[config.mk]
export PLATFORM = sky130hd
export DESIGN_NAME = add_unit_sched
export DESIGN_NICKNAME = d
export VERILOG_FILES = /design/src/rtl/add_unit_sched_pkg.sv /design/src/rtl/add_unit_sched_rr_arbiter.sv /design/src/rtl/add_unit_sched.sv
export SDC_FILE = /design/constraint.sdc
export NUM_CORES = 1
export LEC_CHECK = 0
export ABC_AREA = 1
export CAP_MARGIN = 20
export CORE_MARGIN = 2
export CORE_UTILIZATION = 40
export DETAILED_ROUTE_END_ITERATION = 6
export GPL_ROUTABILITY_DRIVEN = 0
export PLACE_DENSITY = 0.74
export SLEW_MARGIN = 20
export SYNTH_ARGS = -nofsm -noshare
export SYNTH_HDL_FRONTEND = slang
export SYNTH_SLANG_ARGS = --single-unit
export TNS_END_PERCENT = 1
[constraint.sdc]
create_clock -name clk -period 1.78 [get_ports clk]
set_input_delay 0.178 -clock clk [delete_from_list [all_inputs] [get_ports clk]]
set_output_delay 0.178 -clock clk [all_outputs]
set_load 0.05 [all_outputs]
[src/rtl/add_unit_sched_pkg.sv]
`default_nettype none
// ============================================================================
// Module      : add_unit_sched_pkg
// Description : Shared types, defaults and round-robin helper for the adder
//               unit scheduler.
// Revision    : 1.0 - initial release
// ============================================================================
package add_unit_sched_pkg;

    localparam int c_n_default       = 4;
    localparam int c_w_default       = 4;
    localparam int c_timeout_default = 15;

    typedef logic [1:0] state_t;

    localparam state_t c_idle  = 2'd0;
    localparam state_t c_issue = 2'd1;
    localparam state_t c_run   = 2'd2;
    localparam state_t c_done  = 2'd3;

    // Index following idx in a ring of n requesters.
    function automatic int rr_next(input int idx, input int n);
        return (idx + 1 >= n) ? 0 : idx + 1;
    endfunction

endpackage
`default_nettype wire

[src/rtl/add_unit_sched_rr_arbiter.sv]
`default_nettype none
// ============================================================================
// Module      : rr_arbiter
// Description : Combinational round-robin pick: first active request at or
//               after ptr, wrapping modulo N.
// Revision    : 1.0 - initial release
// ============================================================================
module rr_arbiter #(
    parameter int N  = 4,
    parameter int IW = (N > 1) ? $clog2(N) : 1
) (
    input  logic [N-1:0]  req,
    input  logic [IW-1:0] ptr,
    output logic          any_req,
    output logic [IW-1:0] winner
);

    int          w_pos;
    logic [IW-1:0] w_sel;
    logic        w_found;

    assign any_req = |req;

    always_comb begin
        w_pos   = 0;
        w_sel   = '0;
        w_found = 1'b0;
        winner  = '0;
        for (int k = 0; k < N; k++) begin
            w_pos = int'(ptr) + k;
            if (w_pos >= N) begin
                w_pos = w_pos - N;
            end
            w_sel = IW'(w_pos);
            if (!w_found && req[w_sel]) begin
                w_found = 1'b1;
                winner  = w_sel;
            end
        end
    end

endmodule
`default_nettype wire

[src/rtl/add_unit_sched.sv]
`default_nettype none
// ============================================================================
// Module      : add_unit_sched
// Description : Round-robin scheduler sharing one req/busy adder unit among
//               N requesters; returns each result with a one-cycle ack.
// Revision    : 1.0 - initial release
// ============================================================================
module add_unit_sched
    import add_unit_sched_pkg::*;
#(
    parameter int N       = c_n_default,
    parameter int W       = c_w_default,
    parameter int TIMEOUT = c_timeout_default
) (
    input  logic                              clk,
    input  logic                              rst,
    input  logic [N-1:0]                      req,
    input  logic [N*W-1:0]                    a_in,
    input  logic [N*W-1:0]                    b_in,
    output logic [N-1:0]                      ack,
    output logic [W-1:0]                      c_out,
    output logic                              err,
    output logic [((N > 1) ? $clog2(N) : 1)-1:0] err_id,
    output logic                              unit_req,
    output logic [W-1:0]                      unit_a,
    output logic [W-1:0]                      unit_b,
    input  logic                              unit_busy,
    input  logic [W-1:0]                      unit_c
);

    localparam int IW = (N > 1) ? $clog2(N) : 1;

    state_t        r_state;
    state_t        w_state_nxt;
    logic [IW-1:0] r_ptr;
    logic [IW-1:0] r_grant;
    logic [7:0]    r_tmo_cnt;
    logic [N-1:0]  r_ack;
    logic [W-1:0]  r_c_out;
    logic          r_err;
    logic [IW-1:0] r_err_id;
    logic          r_unit_req;
    logic [W-1:0]  r_unit_a;
    logic [W-1:0]  r_unit_b;

    logic          w_any_req;
    logic [IW-1:0] w_winner;
    logic [W-1:0]  w_a;
    logic [W-1:0]  w_b;
    logic          w_win;
    logic          w_tmo;
    logic          w_done;
    logic [IW-1:0] w_ptr_nxt;

    rr_arbiter #(
        .N  (N),
        .IW (IW)
    ) u_arb (
        .req     (req),
        .ptr     (r_ptr),
        .any_req (w_any_req),
        .winner  (w_winner)
    );

    always_comb begin
        w_a = '0;
        w_b = '0;
        for (int i = 0; i < N; i++) begin
            if (w_winner == IW'(i)) begin
                w_a = a_in[i*W +: W];
                w_b = b_in[i*W +: W];
            end
        end
    end

    // A stale or foreign busy holds off arbitration entirely.
    assign w_win     = (r_state == c_idle) && w_any_req && !unit_busy;
    assign w_tmo     = (r_state == c_issue) && !unit_busy &&
                       (r_tmo_cnt == 8'(TIMEOUT - 1));
    assign w_done    = (r_state == c_run) && !unit_busy;
    assign w_ptr_nxt = IW'(rr_next(int'(r_grant), N));

    always_ff @(posedge clk) begin
        if (rst) begin
            r_state <= c_idle;
        end else begin
            r_state <= w_state_nxt;
        end
    end

    always_comb begin
        w_state_nxt = r_state;
        case (r_state)
            c_idle:  if (w_win) w_state_nxt = c_issue;
            c_issue: begin
                if (unit_busy) begin
                    w_state_nxt = c_run;
                end else if (w_tmo) begin
                    w_state_nxt = c_idle;
                end
            end
            c_run:   if (w_done) w_state_nxt = c_done;
            c_done:  w_state_nxt = c_idle;
            default: w_state_nxt = c_idle;
        endcase
    end

    always_ff @(posedge clk) begin
        if (rst) begin
            r_ptr      <= '0;
            r_grant    <= '0;
            r_tmo_cnt  <= '0;
            r_ack      <= '0;
            r_c_out    <= '0;
            r_err      <= 1'b0;
            r_err_id   <= '0;
            r_unit_req <= 1'b0;
            r_unit_a   <= '0;
            r_unit_b   <= '0;
        end else begin
            r_ack <= '0;
            r_err <= 1'b0;
            case (r_state)
                c_idle: begin
                    if (w_win) begin
                        r_grant    <= w_winner;
                        r_unit_a   <= w_a;
                        r_unit_b   <= w_b;
                        r_tmo_cnt  <= '0;
                        r_unit_req <= 1'b1;
                    end
                end
                c_issue: begin
                    if (unit_busy) begin
                        r_unit_req <= 1'b0;
                    end else begin
                        r_tmo_cnt <= r_tmo_cnt + 8'd1;
                        if (w_tmo) begin
                            r_unit_req <= 1'b0;
                            r_err      <= 1'b1;
                            r_err_id   <= r_grant;
                            r_ptr      <= w_ptr_nxt;
                        end
                    end
                end
                c_run: begin
                    if (w_done) begin
                        r_c_out        <= unit_c;
                        r_ack[r_grant] <= 1'b1;
                        r_ptr          <= w_ptr_nxt;
                    end
                end
                default: ;
            endcase
        end
    end

    assign ack      = r_ack;
    assign c_out    = r_c_out;
    assign err      = r_err;
    assign err_id   = r_err_id;
    assign unit_req = r_unit_req;
    assign unit_a   = r_unit_a;
    assign unit_b   = r_unit_b;

endmodule
`default_nettype wire

---- Word-level counts from Yosys, hierarchy flattened ----
Cells that the tools add are included.
word-level totals
  flip-flop bits (word level) ............. 34
  bits of input ports ..................... 43
  output and inout port bits .............. 20
  word-level logic and storage cells ...... 121
cells by class
  add/sub/neg operators ................... 9
  $lt $le $gt $ge ......................... 11
  eq/ne operators ......................... 12
  muxes and demuxes ....................... 47
  bitwise logic cells ..................... 4
  reductions and logical operators ........ 27
operator list
  kind                                                                   count
  2-bit two-way mux                                                      16
  4-bit two-way mux                                                      8
  8-bit two-way mux                                                      2
  8-bit one-hot mux with 2 select lines                                  1
  2-bit by 3-bit < comparator with 1-bit output (second input constant)  5
  3-bit greater-or-equal comparator (second input constant)              4
  1-bit two-way mux                                                      12
  3-bit AND reduction                                                    4
  1-bit logical AND                                                      9
  8-bit by 1-bit adder with 8-bit output (second input constant)         1
  1-bit binary-select mux with 2-bit select                              4
  2-bit == test (second input constant)                                  4
  8-bit by 4-bit == test with 1-bit output (second input constant)       1
  2-bit != test (second input constant)                                  4
  2-bit one-hot mux with 4 select lines                                  1
  2-bit by 1-bit subtractor with 2-bit output (second input constant)    4
  2-bit by 1-bit adder with 3-bit output (second input constant)         2
  2-bit by 2-bit adder with 3-bit output (second input constant)         2
  3-bit OR reduction                                                     2
  2-bit by 1-bit == test with 1-bit output (second input constant)       2
  1-bit logical NOT                                                      4
  2-bit logical NOT                                                      2
  1-bit inverter                                                         4
  2-bit one-hot mux with 2 select lines                                  1
  other kinds (9)                                                        11

---- Longest topological paths before layout ----
  depth in word-level cells ............... 19
  gate-level depth with buffers ........... 17
  gate-level depth less buffers ........... 15

---- Modules after synthesis ----
From an unflattened synthesis, not the netlist that was laid out.
second synthesis, totals
  cells, all modules ...................... 281
  area total of the unflattened synthesis .. 1916.8 um^2
modules (own cells, without submodules)
  module          times used  cells an instance  area an instance (um^2)  seq. area each (um^2)
  add_unit_sched  1           228                1647.8                   680.7
  rr_arbiter      1           53                 269.0                    0.0

---- Worst setup path after synthesis ----
Ideal clock, no wire load.
  path type ............................... register to register
  from .................................... register r_ptr[0]
  to ...................................... register r_unit_a[1] (netlist: unit_a[1])
  setup time .............................. 113 ps
  arrival time ............................ 1532 ps
  data required time ...................... 1667 ps
  slack ................................... 135 ps
  cell stages (with the launch flop) ...... 14
  buffers on the path ..................... 2
  period minus slack after synthesis ...... 1645 ps
  cell sequence ........................... dfxtp_1 inv_2 buf_6 nand2_1 nand2_1 nand2_1 nand2_2 o211ai_1 nand2_4 buf_6 nand3_1 nand4_1 nand2_1 nand2_1
on the way
  longest elaborated chain between the ends .. 19
  elaborated cells between the ends (all ways) .. 44
  classes of those cells .................. add/sub: 7; order compare: 4; eq/ne: 3; mux: 23; reduce/logical: 7
RTL lines
  item                                                                                             line                             RTL
  from (decl)                                                                                      add_unit_sched.sv:35             logic [IW-1:0] r_ptr;
  from (signal assigned)                                                                           add_unit_sched.sv:142            r_ptr <= w_ptr_nxt;
  from (signal assigned)                                                                           add_unit_sched.sv:150            r_ptr <= w_ptr_nxt;
  parallel branches: the longest is 13 deep, another holds 2-bit by 1-bit adder with 3-bit output  n/a
  2-bit two-way mux *                                                                              add_unit_sched_rr_arbiter.sv:35  if (!w_found && req[w_sel]) begin
  2-bit logical NOT                                                                                add_unit_sched.sv:69             if (w_winner == IW'(i)) begin
  4-bit two-way mux (3 in a row)                                                                   add_unit_sched.sv:69
  4-bit two-way mux *                                                                              add_unit_sched.sv:69
  to (signal assigned)                                                                             add_unit_sched.sv:127            r_unit_a <= w_a;
  to (decl)                                                                                        add_unit_sched.sv:43             logic [W-1:0] r_unit_a;
Every way passes the cells marked *. The select of a mux whose other input is x is not followed.
A chain may end at the register's enable or synchronous reset.

---- Final worst setup path ----
Same ends and word-level chain as after synthesis.

==> impl_metrics.py <==
metrics = {
    "synth": {
        "synth_most_common_cell": "nand2_1",
        "synth_simple_gate_area_frac": 0.378,
        "ys_warn_count": 0,
        "synth_mux_area_frac": 0,
        "synth_cells": 296,
        "syn-num-nets": 345,
        "synth_top_area_frac": 0.348,
        "yosysUniqueCellTypes": 28,
        "ys_seq_area_frac": 0.348,
        "synth-seq-cells": 34,
        "synthAdderAreaFrac": 0.0383,
        "yosysTopAreaCell": "dfxtp_1",
        "synth_area_leaders": "dfxtp_1 (35%), nand2_1 (16%), nand3_1 (7.7%)",
        "synth_area_per_cell_um2": 6.62,
        "ys_async_sr_fraction": 0,
        "ys_top_cells_by_count": "nand2_1 (81), inv_1 (39), dfxtp_1 (34)",
        "synth_xor_area_frac": 0.00447,
        "synth_compound_area_frac": 0.119,
        "synth-main-ff-cell": "dfxtp_1",
        "synth.cell_area_mm2": 0.00196,
        "synth-edff-count": 0,
        "synth_top_family_by_area": "simple AND/OR/NAND/NOR gates",
    },
    "route": {
        "via_per_inst": 4.88,
        "dr.pass1.iters": 5,
        "wl_um": 5500,
        "drc": 0,
        "drtIter0Drc": 105,
        "ant_nets": 0,
        "num_vias": 2202,
        "post_drt_wl_per_cell_um": 12.2,
    },
    "clock_tree": {
        "clock-sinks": 34,
        "cts_tree": "yes",
        "clkTransAtPathRegs_ps": 70,
        "htree_levels": 2,
        "ctsLongestPathBuffers": 2,
        "cts_inserted_buffers": 5,
        "hold_buffers": 0,
        "root_buffer": "clkbuf_8",
        "clk_latency_ps": 290,
    },
    "placement": {
        "hpwlAfterDp_um": 3780,
        "port_buffers": 62,
        "placedCellCount": 436,
    },
    "global_routing": {
        "grt_pass1_vias": 1951,
        "grt_max_degree": 15,
        "grt_pass1_wl_um": 8220,
        "overflow": 0,
        "grtUsageTotal": 0.195,
        "antenna_found_initial": 0,
    },
    "final_layout": {
        "utilization": 0.650,
        "layout.cells.non_filler": 451,
        "area_growth_pct": 56.7,
        "drive_gt1_frac": 0.185,
        "nets": 432,
        "antennaDiodeCount": 0,
    },
    "die": {
        "die-area_mm2": 0.00547,
        "num_rows": 25,
        "core_mm2": 0.00472,
        "initial_core_util": 0.415,
        "io_pins": 63,
        "die_w_um": 74.0,
        "die_h_um": 74.0,
    },
    "power": {
        "ir_worst_vdd_v": 0.000350,
        "p_leak_nw": 1.44,
        "power.density_mw_per_mm2": 699,
    },
    "run_status": {
        "status": "completed",
    },
    "timing": {
        "finalCritPeriodShare": 0.992,
        "drv_slew": 0,
        "fin_crit_ps": 1770,
        "maxSlewHeadroom": 0.652,
        "hold_viol": 0,
        "fin_skew_ps": 5.14,
        "rsz0062_at_grt": "true",
        "worstMarginPinSlew_ps": 521,
        "fmax_ghz": 0.566,
        "finalSetupViolCount": 0,
    },
    "setup_path": {
        "worst-endpoint-arrival_ps": 2000,
        "critPathLaunchType": "flip-flop",
        "crit_required_ps": 2020,
        "path_max_fanout": 7,
        "endpoint_kind": "flip-flop",
        "path_class": "flip-flop to flip-flop",
    },
    "hold_path": {
        "hp-class": "flip-flop to flip-flop",
    },
    "run": {
        "maxCapViolations": 0,
    },
}
## what timing repair did
action,CTS,global route
pin swaps,4,19
gates cloned,1,3
endpoints found under the setup margin,7,11
endpoints found under the hold margin,0,0
buffers inserted,1,2
gates resized for setup,9,39
## report_power, final
| part | internal, W | switching, W |
|---|---|---|
| Combinational | 0.000315 | 0.000409 |
| Clock | 0.000312 | 0.000275 |
| Sequential | 0.000801 | 0.0000315 |
| Total | 0.00143 | 0.000716 |
## metal layers
layer / wire length (um) / global-route usage
met1: 2340 / 0.236
met2: 2600 / 0.319
met3: 483 / 0.0759
met4: 72 / 0.0646
met5: 0 / 0
## path summary, 6_finish.rpt
kind	startpoint	end	slack (ps)	cells past startpoint
worst max-delay path	r_ptr[0]	unit_a[1]	10	13
worst min-delay path	unit_b[3]	unit_b[3]	460	2
worst max register to register	r_ptr[0]	unit_a[1]	10	13
worst min register to register	unit_b[3]	unit_b[3]	460	2
## metrics by stage
step	instance area (um2)	hold slack [ps]	TNS [ps]	total power (W)	setup slack, ps
global route	3070	466	-885	0.00226	-126
CTS	2880	458	0	0.00209	8.32
floorplan	1960	313	0	0.00124	135
detailed placement	2740	444	-2070	0.00148	-221
finish	3070	455	0	0.00214	13.6
global placement	2740	441	-1800	0.00147	-206
## placed cells by master, fill, tap and decap left out, drive strengths merged, types with 2 or more instances in the layout
cell type	count
nand2	88
clkdlybuf4s50	62
inv	43
dfxtp	34
nand3	33
nor2	28
buf	22
o21ai	21
a21oi	12
nand4	11
clkbuf	8
ha	6
nor3	3
nor4	2
o211ai	2
a211oi	2
o22ai	2
## registers in the layout (all words and copies together) (netlist names), named ones only
name	cells
unit_b	4
ack	4
r_tmo_cnt	8
err	1
r_ptr	2
unit_a	4
r_grant	2
unit_req	1
err_id	2
r_state	1
c_out	4
## cell families after synthesis
logic type | Yosys count
compound gates | 42
xor+xnor | 1
fa+ha+maj | 6
buf+inv | 50
flops | 34
simple gates | 163
## layout make-up
class	count	area, um2
fillers	416	1650
multi-input cells	214	1200
repair buffers	85	836
flip-flops and latches	34	688
inverters	43	169
clock buffers	7	86.3
well taps	67	83.8
clock inverters	1	5.00
## critical path, stage by stage, from the launching register on
cell      delay, ps
dfxtp_4         380
buf_8           140
nand2_1          60
nand2_2          80
nand2_4          90
inv_2            50
a21boi_2        210
nand3_4         120
buf_6           150
nor2_4          180
nand2_1          80
nand4_1          80
nand2_1          50
nand2_1          50
No activity file was read; power rests on OpenSTA's default activity.
